$ cat src/rtl/enemy_ai.sv
// Per-enemy tank controller: wanders with an LFSR, chases the player on some turns,
// backs off from obstacles and fires periodically or when lined up with the target.
module enemy_ai #(
    parameter logic [15:0] SEED         = 16'hACE1,
    parameter logic [3:0]  SPAWN_DIR    = 4'b0010,
    parameter logic [7:0]  SPAWN_DELAY  = 8'd30,
    parameter logic [7:0]  MIN_RUN      = 8'd32,
    parameter logic [7:0]  PAUSE_FRAMES = 8'd8,
    parameter logic [7:0]  FIRE_PERIOD  = 8'd90,
    parameter logic [9:0]  ALIGN_TOL    = 10'd8
) (
    input  logic       frame_clk,
    input  logic       Reset,
    input  logic       enable,
    input  logic       blocked,
    input  logic [9:0] TankX,
    input  logic [9:0] TankY,
    input  logic [9:0] target_x,
    input  logic [9:0] target_y,
    input  logic       bullet_active,
    output logic       move_up,
    output logic       move_down,
    output logic       move_left,
    output logic       move_right,
    output logic       fire,
    output logic [1:0] ai_state
);
    typedef enum logic [1:0] {
        SPAWN_WAIT = 2'd0,
        CRUISE     = 2'd1,
        PAUSE      = 2'd2,
        TURN       = 2'd3
    } state_t;

    localparam logic [15:0] SEED_EFF    = (SEED == 16'h0000) ? 16'hACE1 : SEED;
    localparam logic [7:0]  HALF_PERIOD = FIRE_PERIOD >> 1;
    localparam logic [3:0]  DIR_UP      = 4'b0001;
    localparam logic [3:0]  DIR_DOWN    = 4'b0010;
    localparam logic [3:0]  DIR_LEFT    = 4'b0100;
    localparam logic [3:0]  DIR_RIGHT   = 4'b1000;

    state_t      state, state_n;
    logic [3:0]  dir, dir_n, cand, pick;
    logic        excl, excl_n, fire_n, aligned;
    logic [7:0]  spawn_cnt, spawn_n, run_cnt, run_n, pause_cnt, pause_n;
    logic [7:0]  fire_cnt, fire_cnt_n, run_load;
    logic [15:0] lfsr, lfsr_n;
    logic signed [10:0] dx, dy, ndx, ndy;
    logic [9:0]  adx, ady;

    assign lfsr_n   = lfsr[0] ? ((lfsr >> 1) ^ 16'hB400) : (lfsr >> 1);
    assign run_load = MIN_RUN + {2'b00, lfsr[5:0]};

    // Target offset relative to our tank; positive dx = target to the right, positive dy = below.
    assign dx  = $signed({1'b0, target_x}) - $signed({1'b0, TankX});
    assign dy  = $signed({1'b0, target_y}) - $signed({1'b0, TankY});
    assign ndx = -dx;
    assign ndy = -dy;
    assign adx = dx[10] ? ndx[9:0] : dx[9:0];
    assign ady = dy[10] ? ndy[9:0] : dy[9:0];

    always_comb begin
        aligned = 1'b0;
        case (dir)
            DIR_UP:    aligned = dy[10] && (adx <= ALIGN_TOL);
            DIR_DOWN:  aligned = !dy[10] && (dy != 11'sd0) && (adx <= ALIGN_TOL);
            DIR_LEFT:  aligned = dx[10] && (ady <= ALIGN_TOL);
            DIR_RIGHT: aligned = !dx[10] && (dx != 11'sd0) && (ady <= ALIGN_TOL);
            default:   aligned = 1'b0;
        endcase
    end

    // Turn decision: chase picks the dominant axis, otherwise lfsr[1:0] walks clockwise from up.
    always_comb begin
        cand = DIR_UP;
        if (lfsr[2]) begin
            if (adx >= ady) cand = dx[10] ? DIR_LEFT : DIR_RIGHT;
            else            cand = dy[10] ? DIR_UP : DIR_DOWN;
        end else begin
            case (lfsr[1:0])
                2'd0:    cand = DIR_UP;
                2'd1:    cand = DIR_RIGHT;
                2'd2:    cand = DIR_DOWN;
                default: cand = DIR_LEFT;
            endcase
        end
        pick = cand;
        if (excl && (cand == dir)) begin
            case (cand)
                DIR_UP:    pick = DIR_RIGHT;
                DIR_RIGHT: pick = DIR_DOWN;
                DIR_DOWN:  pick = DIR_LEFT;
                default:   pick = DIR_UP;
            endcase
        end
    end

    always_comb begin
        state_n    = state;
        dir_n      = dir;
        excl_n     = excl;
        spawn_n    = spawn_cnt;
        run_n      = run_cnt;
        pause_n    = pause_cnt;
        fire_cnt_n = fire_cnt;
        fire_n     = 1'b0;

        if (state == CRUISE) begin
            if (!bullet_active && !fire &&
                ((fire_cnt == 8'd0) || (aligned && (fire_cnt < HALF_PERIOD)))) begin
                fire_n     = 1'b1;
                fire_cnt_n = FIRE_PERIOD;
            end else if (fire_cnt != 8'd0) begin
                fire_cnt_n = fire_cnt - 8'd1;
            end
        end

        case (state)
            SPAWN_WAIT: begin
                if (spawn_cnt == 8'd0) begin
                    dir_n   = SPAWN_DIR;
                    run_n   = run_load;
                    state_n = CRUISE;
                end else begin
                    spawn_n = spawn_cnt - 8'd1;
                end
            end
            CRUISE: begin
                if (run_cnt != 8'd0) run_n = run_cnt - 8'd1;
                if (blocked) begin
                    pause_n = PAUSE_FRAMES;
                    excl_n  = 1'b1;
                    state_n = PAUSE;
                end else if (run_cnt == 8'd0) begin
                    excl_n  = 1'b0;
                    state_n = TURN;
                end
            end
            PAUSE: begin
                if (pause_cnt == 8'd0) state_n = TURN;
                else                   pause_n = pause_cnt - 8'd1;
            end
            default: begin
                dir_n   = pick;
                run_n   = run_load;
                state_n = CRUISE;
            end
        endcase

        // A dead tank restarts its spawn countdown and drops any pending turn.
        if (!enable) begin
            state_n    = SPAWN_WAIT;
            spawn_n    = SPAWN_DELAY;
            fire_cnt_n = FIRE_PERIOD;
            fire_n     = 1'b0;
        end
    end

    always_ff @(posedge frame_clk) begin
        if (Reset) begin
            state     <= SPAWN_WAIT;
            dir       <= SPAWN_DIR;
            excl      <= 1'b0;
            spawn_cnt <= SPAWN_DELAY;
            fire_cnt  <= FIRE_PERIOD;
            run_cnt   <= 8'd0;
            pause_cnt <= 8'd0;
            lfsr      <= SEED_EFF;
            fire      <= 1'b0;
        end else begin
            state     <= state_n;
            dir       <= dir_n;
            excl      <= excl_n;
            spawn_cnt <= spawn_n;
            fire_cnt  <= fire_cnt_n;
            run_cnt   <= run_n;
            pause_cnt <= pause_n;
            lfsr      <= lfsr_n;
            fire      <= fire_n;
        end
    end

    assign move_up    = dir[0] && (state == CRUISE);
    assign move_down  = dir[1] && (state == CRUISE);
    assign move_left  = dir[2] && (state == CRUISE);
    assign move_right = dir[3] && (state == CRUISE);
    assign ai_state   = state;
endmodule

$ cat config.mk
export PLATFORM = sky130hd
export DESIGN_NAME = enemy_ai
export DESIGN_NICKNAME = d
export VERILOG_FILES = /design/src/rtl/enemy_ai.sv
export SDC_FILE = /design/constraint.sdc
export NUM_CORES = 1
export LEC_CHECK = 0
export ABC_AREA = 1
export CORE_MARGIN = 4
export CORE_UTILIZATION = 50
export DETAILED_ROUTE_END_ITERATION = 12
export GPL_TIMING_DRIVEN = 0
export PLACE_DENSITY = 0.76
export SLEW_MARGIN = 20
export SYNTH_ARGS = -nofsm -noshare
export SYNTH_HDL_FRONTEND = slang
export SYNTH_SLANG_ARGS = --single-unit
$ cat constraint.sdc
create_clock -name frame_clk -period 4.86 [get_ports frame_clk]
set_input_delay 0.972 -clock frame_clk [delete_from_list [all_inputs] [get_ports frame_clk]]
set_output_delay 0.972 -clock frame_clk [all_outputs]
set_load 0.01 [all_outputs]
==> results by group, run 1 <==
Run status
  – Run status: complete, no violations

Power
  – Leakage: between 0.002 and 0.003 uW
  – Max IR drop VDD: 0.134 mV
  – PD cells: roughly 230 nW/um^2

Critical path
  – Crit path DAT: 4.85 ns
  – Crit Path Category: input pin to register
  – Worst setup SP type: input pin
  – Crit Path Max Fanout: 4
  – CP most frequent cell: nand2_1
  – WP data required: 5.03 ns
  – Setup crit end kind: register
  – Worst path max stage delay: around 0.45 ns
  – Slowest cell on crit path: clkdlybuf4s50_1

Synth
  – Post-Syn Instances: 757
  – Post-synth ARST share: 0%
  – EDFF count, synth: 0
  – Area leader, netlist: dfxtp_1
  – Synthesized cell area: 4720 um^2
  – Yosys top cell area share: 23.8%
  – Seq/Total Area, Yosys: 23.8%
  – Synth area leaders: dfxtp_1, nand2_1, inv_1
  – Syn Area/Cell: 6.23 um^2
  – Netlist cell types: 41
  – Syn Nets: 844
  – Synth warn: 0
  – Register bit total from synthesis: 56
  – Most used DFF post-synth: dfxtp_1

Final layout
  – Layout cells sized above 1: between 10% and 20%
  – Filler cells: 852
  – Commonest non-fill, non-tap cell in the layout: nand2_1
  – NumNets Final: 918
  – Number of diodes: 0
  – Register Area: between 1000 and 1500 um^2
  – Most frequent cells in the layout: nand2_1, inv_1, nor2_1
  – Final instance area: 5830 um^2
  – Final design utilization: 63.4%
  – Area Overhead vs Synth: 23.7%
  – Area of the multi-input gates: 3230 um^2

Clocking
  – Deepest clock path buffer count: 2
  – CTS buffer count: 5
  – CTS sink count: 56
  – Skew-Pair Late Insertion Delay: 0.31 ns
  – CTS tree: yes
  – Clock-pin slew on the worst setup and hold paths: approximately 0.090 ns
  – Clock root cell: clkbuf_8
  – # hold bufs at CTS: 0
  – Clock H-tree levels: 2

Route
  – Drt pass-1 iters: 5
  – Via count: 4946
  – # DRC: 0
  – ANT nets after route: 0
  – DRT iter0 DRCs: 224
  – Routed WL: 11200 um
  – Wire per inst: 11.8 um
  – Via density: 5.24

Global routing
  – Layer with the highest usage: met2
  – GR Overflow Total: 0
  – Grt met3 use: 2.53%
  – Largest net degree at the start of global routing: 17
  – First-pass GRT wire length: 18400 um
  – Grt met2 use: 33.7%
  – Tot GR Track Use: a little under a fifth
  – Initial antenna violation count: 0
  – Vias in the first global route: 4576
  – Grt met1 use: around a quarter

Die
  – Die area: 11100 um^2
  – Die H: 105 um
  – Row count: 35
  – Die width: between 100 and 150 um
  – I/O pin cnt: 52
  – Initial Util: 51.3%
  – Core footprint: 9200 um^2

Timing
  – Actual slew at the worst max-slew pin: 0.623 ns
  – Slew headroom: between 50% and 60%
  – Count of final hold-check violations: 0
  – Final setup skew: 0.00639 ns
  – Max Slew Vio Count: 0
  – Max Clk Rate: between 0.2 and 0.25 GHz
  – Final setup vio count: 0
  – Final period demand of the worst path: 4.68 ns
  – Fin crit share: 96.3%

Place
  – Routability congestion estimate: 0.891
  – Detailed placer's ending HPWL: a little over 8000 um
  – Cell Area, Placed: 5370 um^2
  – Buffers added on ports: 51

Hold path
  – Min-Delay Path Class: register to register

Run
  – Max Cap Viol: 0
## cell usage after synthesis (3+ instances only)
library cell	n
nand2_1	170
inv_1	148
nor2_1	73
dfxtp_1	56
nand3_1	55
a21oi_1	47
ha_1	40
o21ai_0	32
nand2_2	18
nand4_1	17
nor3_1	13
xor2_1	10
nand3_2	7
nor2_2	7
a31oi_1	6
or2_2	6
xnor2_1	6
clkinv_1	5
nand3b_1	5
a211oi_1	4
clkbuf_1	4
inv_2	3
o211ai_1	3
## worst paths after layout
path | end | cells past startpoint | slack (ns) | startpoint
max | dir[3] | 32 | 0.18 | target_y[0]
min reg2reg | lfsr[14] | 2 | 0.41 | lfsr[15]
max reg2reg | spawn_cnt[7] | 12 | 2.43 | spawn_cnt[0]
min | lfsr[14] | 2 | 0.41 | lfsr[15]
## registers in the layout (all words and copies together) (netlist names), 2 cells and up
signal     flops
ai_state       2
dir            4
fire_cnt       8
lfsr          16
pause_cnt      8
run_cnt        8
spawn_cnt      8
## metrics by stage
| stage | setup TNS, ns | instances | total power, uW | hold slack [ns] | setup slack (ns) |
|---|---|---|---|---|---|
| floorplan | 0 | 757 | 835 | 0.388 | 0.476 |
| global placement | -1.59 | 919 | 929 | 0.390 | -0.408 |
| detailed placement | -1.93 | 919 | 950 | 0.394 | -0.506 |
| CTS | 0 | 929 | 1220 | 0.409 | 0.0115 |
| global route | -0.280 | 943 | 1450 | 0.429 | -0.0778 |
| finish | 0 | 943 | 1350 | 0.408 | 0.180 |
## where the power goes
group          internal (uW)  switching, uW
registers                469           5.26
logic                    255            355
clock network            116            146
## worst max-delay path: cells and delay by family
kind,cells,cell delay (ns)
and+or+nand+nor,21,1.99
adders and majority gates,3,0.90
buffers and inverters,5,0.68
xor gates and xnor gates,1,0.17
AOI/OAI and AO/OA,2,0.15
## cells by family (layout without fill, tap and decap cells)
group	after synthesis	in the layout	synth area share, %
buf+inv	161	236	12.9
simple gates	377	377	36.4
fa+ha+maj	42	42	11.5
xor+xnor	16	16	2.97
flops	56	56	23.8
compound gates	105	105	12.5
## layer usage
metal / wire length, um / share of wire [%]
met5: 0 / 0
met3: 544 / 4.9
met2: 5370 / 48
met4: 172 / 1.5
met1: 5070 / 45
## timing repair
item	CTS	global route
hold endpoints to repair	0	0
buffers inserted	2	14
gates resized for setup	3	64
setup endpoints to repair	4	4
pin swaps	1	33
## layout make-up
type / instances / area share (%)
clock inverters: 1 / 0.129
well taps: 111 / 2.38
flip-flops and latches: 56 / 19.2
repair buffers: 67 / 11.0
multi-input cells: 540 / 55.3
plain buffers: 4 / 0.257
inverters: 157 / 10.2
clock buffers: 7 / 1.48
No activity file was read; power rests on OpenSTA's default activity.
==> run 2, diff against run 1 <==
- CORE_UTILIZATION: 50 -> 35
- PLACE_DENSITY: 0.76 -> 0.58
==> results by group, run 2 (same netlist as run 1, synthesis figures left out) <==
Timing
  – Final setup skew: roughly 0.0075 ns
  – Final setup vio count: 0
  – Fin crit share: 94.9%
  – Final period demand of the worst path: ~4.6 ns
  – Actual slew at the worst max-slew pin: 0.670 ns
  – Slew headroom: 55.1%
  – Count of final hold-check violations: 0
  – Max Slew Vio Count: 0
  – Max Clk Rate: 0.217 GHz
  – Sum Neg Setup Slack: 0 ns

Clocking
  – CTS sink count: 56
  – Clock-pin slew on the worst setup and hold paths: about 0.08 ns
  – # hold bufs at CTS: 0
  – CTS buffer count: 5
  – Deepest clock path buffer count: 2
  – Clock root cell: clkbuf_16
  – Clock H-tree levels: 2
  – Skew-Pair Late Insertion Delay: 0.29 ns
  – CTS tree: yes

Place
  – Buffers added on ports: around 50
  – Placed insts: 984
  – Routability congestion estimate: 0.765
  – Detailed placer's ending HPWL: 7930 um

Run
  – Max Cap Viol: 0

Die
  – I/O pin cnt: 52
  – Initial Util: 35.6%
  – Die area: approximately 15000 um^2
  – Core footprint: 13200 um^2
  – Die H: 124 um
  – Die width: between 100 and 150 um
  – Row count: 42

Final layout
  – Top reg by flops: lfsr
  – Area of the multi-input gates: 3310 um^2
  – Fin cells: 1019
  – Layout cells sized above 1: 16.5%
  – Filler cells: ~1400
  – Most frequent cells in the layout: nand2_1, inv_1, nor2_1
  – Final design utilization: 46.3%
  – Max FFs per register: 16
  – Area Overhead vs Synth: 29.9%
  – Register Area: around 1100 um^2
  – Commonest non-fill, non-tap cell in the layout: nand2_1
  – Number of diodes: 0
  – NumNets Final: 929

Power
  – PD cells: about 240 nW/um^2
  – Max IR drop VDD: 0.130 mV
  – Leakage: 0.00298 uW

Route
  – Wire per inst: 10.4 um
  – # DRC: 0
  – Via count: 4652
  – ANT nets after route: 0
  – DRT iter0 DRCs: 208
  – Via density: 4.57
  – Drt pass-1 iters: 4
  – Routed WL: 10600 um

Global routing
  – First-pass GRT wire length: 17200 um
  – Tot GR Track Use: a little over an eighth
  – GR Overflow Total: 0
  – Initial antenna violation count: 0
  – Vias in the first global route: 4176
  – Largest net degree at the start of global routing: 20

Critical path
  – Crit Path Category: input pin to register
  – Setup crit end kind: register
  – R2R depth: 12
  – CP most frequent cell: nand2_2
  – Reg2reg end: spawn_cnt[7]
  – WP data required: 5.08 ns
  – Slowest cell on crit path: fa_2
  – Worst setup SP type: input pin
  – RR Startpoint: spawn_cnt[1]
  – Crit Path Max Fanout: 5
  – Crit path DAT: 4.83 ns
  – R2R setup slack: 2.45 ns
  – Worst path max stage delay: 0.57 ns

Hold path
  – Hold path cells: 2
  – Hold EP: lfsr[14]
  – Min-Delay Path Class: register to register
  – Worst Hold Launch: lfsr[15]

Run status
  – Run status: complete, no violations
-- run 2: changes by cell type in the layout (fill, tap and decap cells not counted), sizes merged --
cell and change:
clkinv +2, nand2 +1, inv +1, clkbuf -2, buf +10, clkinvlp -1
-- run 2: through the flow --
step	hold slack [ns]	power (uW)	setup slack, ns	cell area, um^2
after floorplan	0.388	835	0.476	4720
after global placement	0.389	942	-0.526	5450
after detailed placement	0.395	943	-0.488	5450
after CTS	0.406	1360	0.0518	5710
after global routing	0.423	1590	-0.0483	6130
final	0.402	1470	0.250	6130
-- run 2: power breakdown --
group | total (uW) | switching (uW) | internal (uW)
sequential | 473 | 5.00 | 468
combinational | 629 | 348 | 282
clock | 366 | 171 | 195
-- run 2: metal layers --
metal,up-vias,wire length [um],track usage (%)
met1,2016,5470,18.8
met4,0,126,2.26
met5,-,0,0
li1,2571,-,-
met2,54,4630,21.6
met3,11,326,1.73
-- run 2: worst max-delay path, delay by kind of cell --
family	cells	cell delay, ns
compound gates	2	0.16
buf+inv	5	0.75
xor+xnor	1	0.15
simple gates	17	1.55
fa+ha+maj	4	1.24
-- run 2: layout make-up --
type / count / share of cell area (%)
Buffer: 4 / 0.245
Clock inverter: 3 / 0.429
Timing Repair Buffer: 77 / 11.6
Multi-Input combinational cell: 541 / 54.1
Sequential cell: 56 / 18.3
Inverter: 157 / 9.74
Tap cell: 176 / 3.59
Clock buffer: 5 / 2.04
-- run 2: worst max path at each step --
| stage | from | end | slack (ns) | cells past startpoint |
|---|---|---|---|---|
| 5_1_grt | TankX[2] | dir[2] | -0.05 | 32 |
| 3_5_place_dp | TankX[0] | dir[2] | -0.49 | 33 |
| 6_report | TankY[0] | dir[2] | 0.25 | 29 |
| 3_3_place_gp | TankX[0] | dir[0] | -0.53 | 33 |
| 2_1_floorplan | target_x[0] | dir[2] | 0.48 | 33 |
| 4_1_cts | TankX[0] | dir[2] | 0.05 | 32 |
-- run 2: what timing repair did --
item / in CTS / in global routing
endpoints found under the setup margin: 4 / 13
resized for setup: 4 / 74
gates cloned: 0 / 1
pin swaps: 2 / 38
buffers inserted: 13 / 13
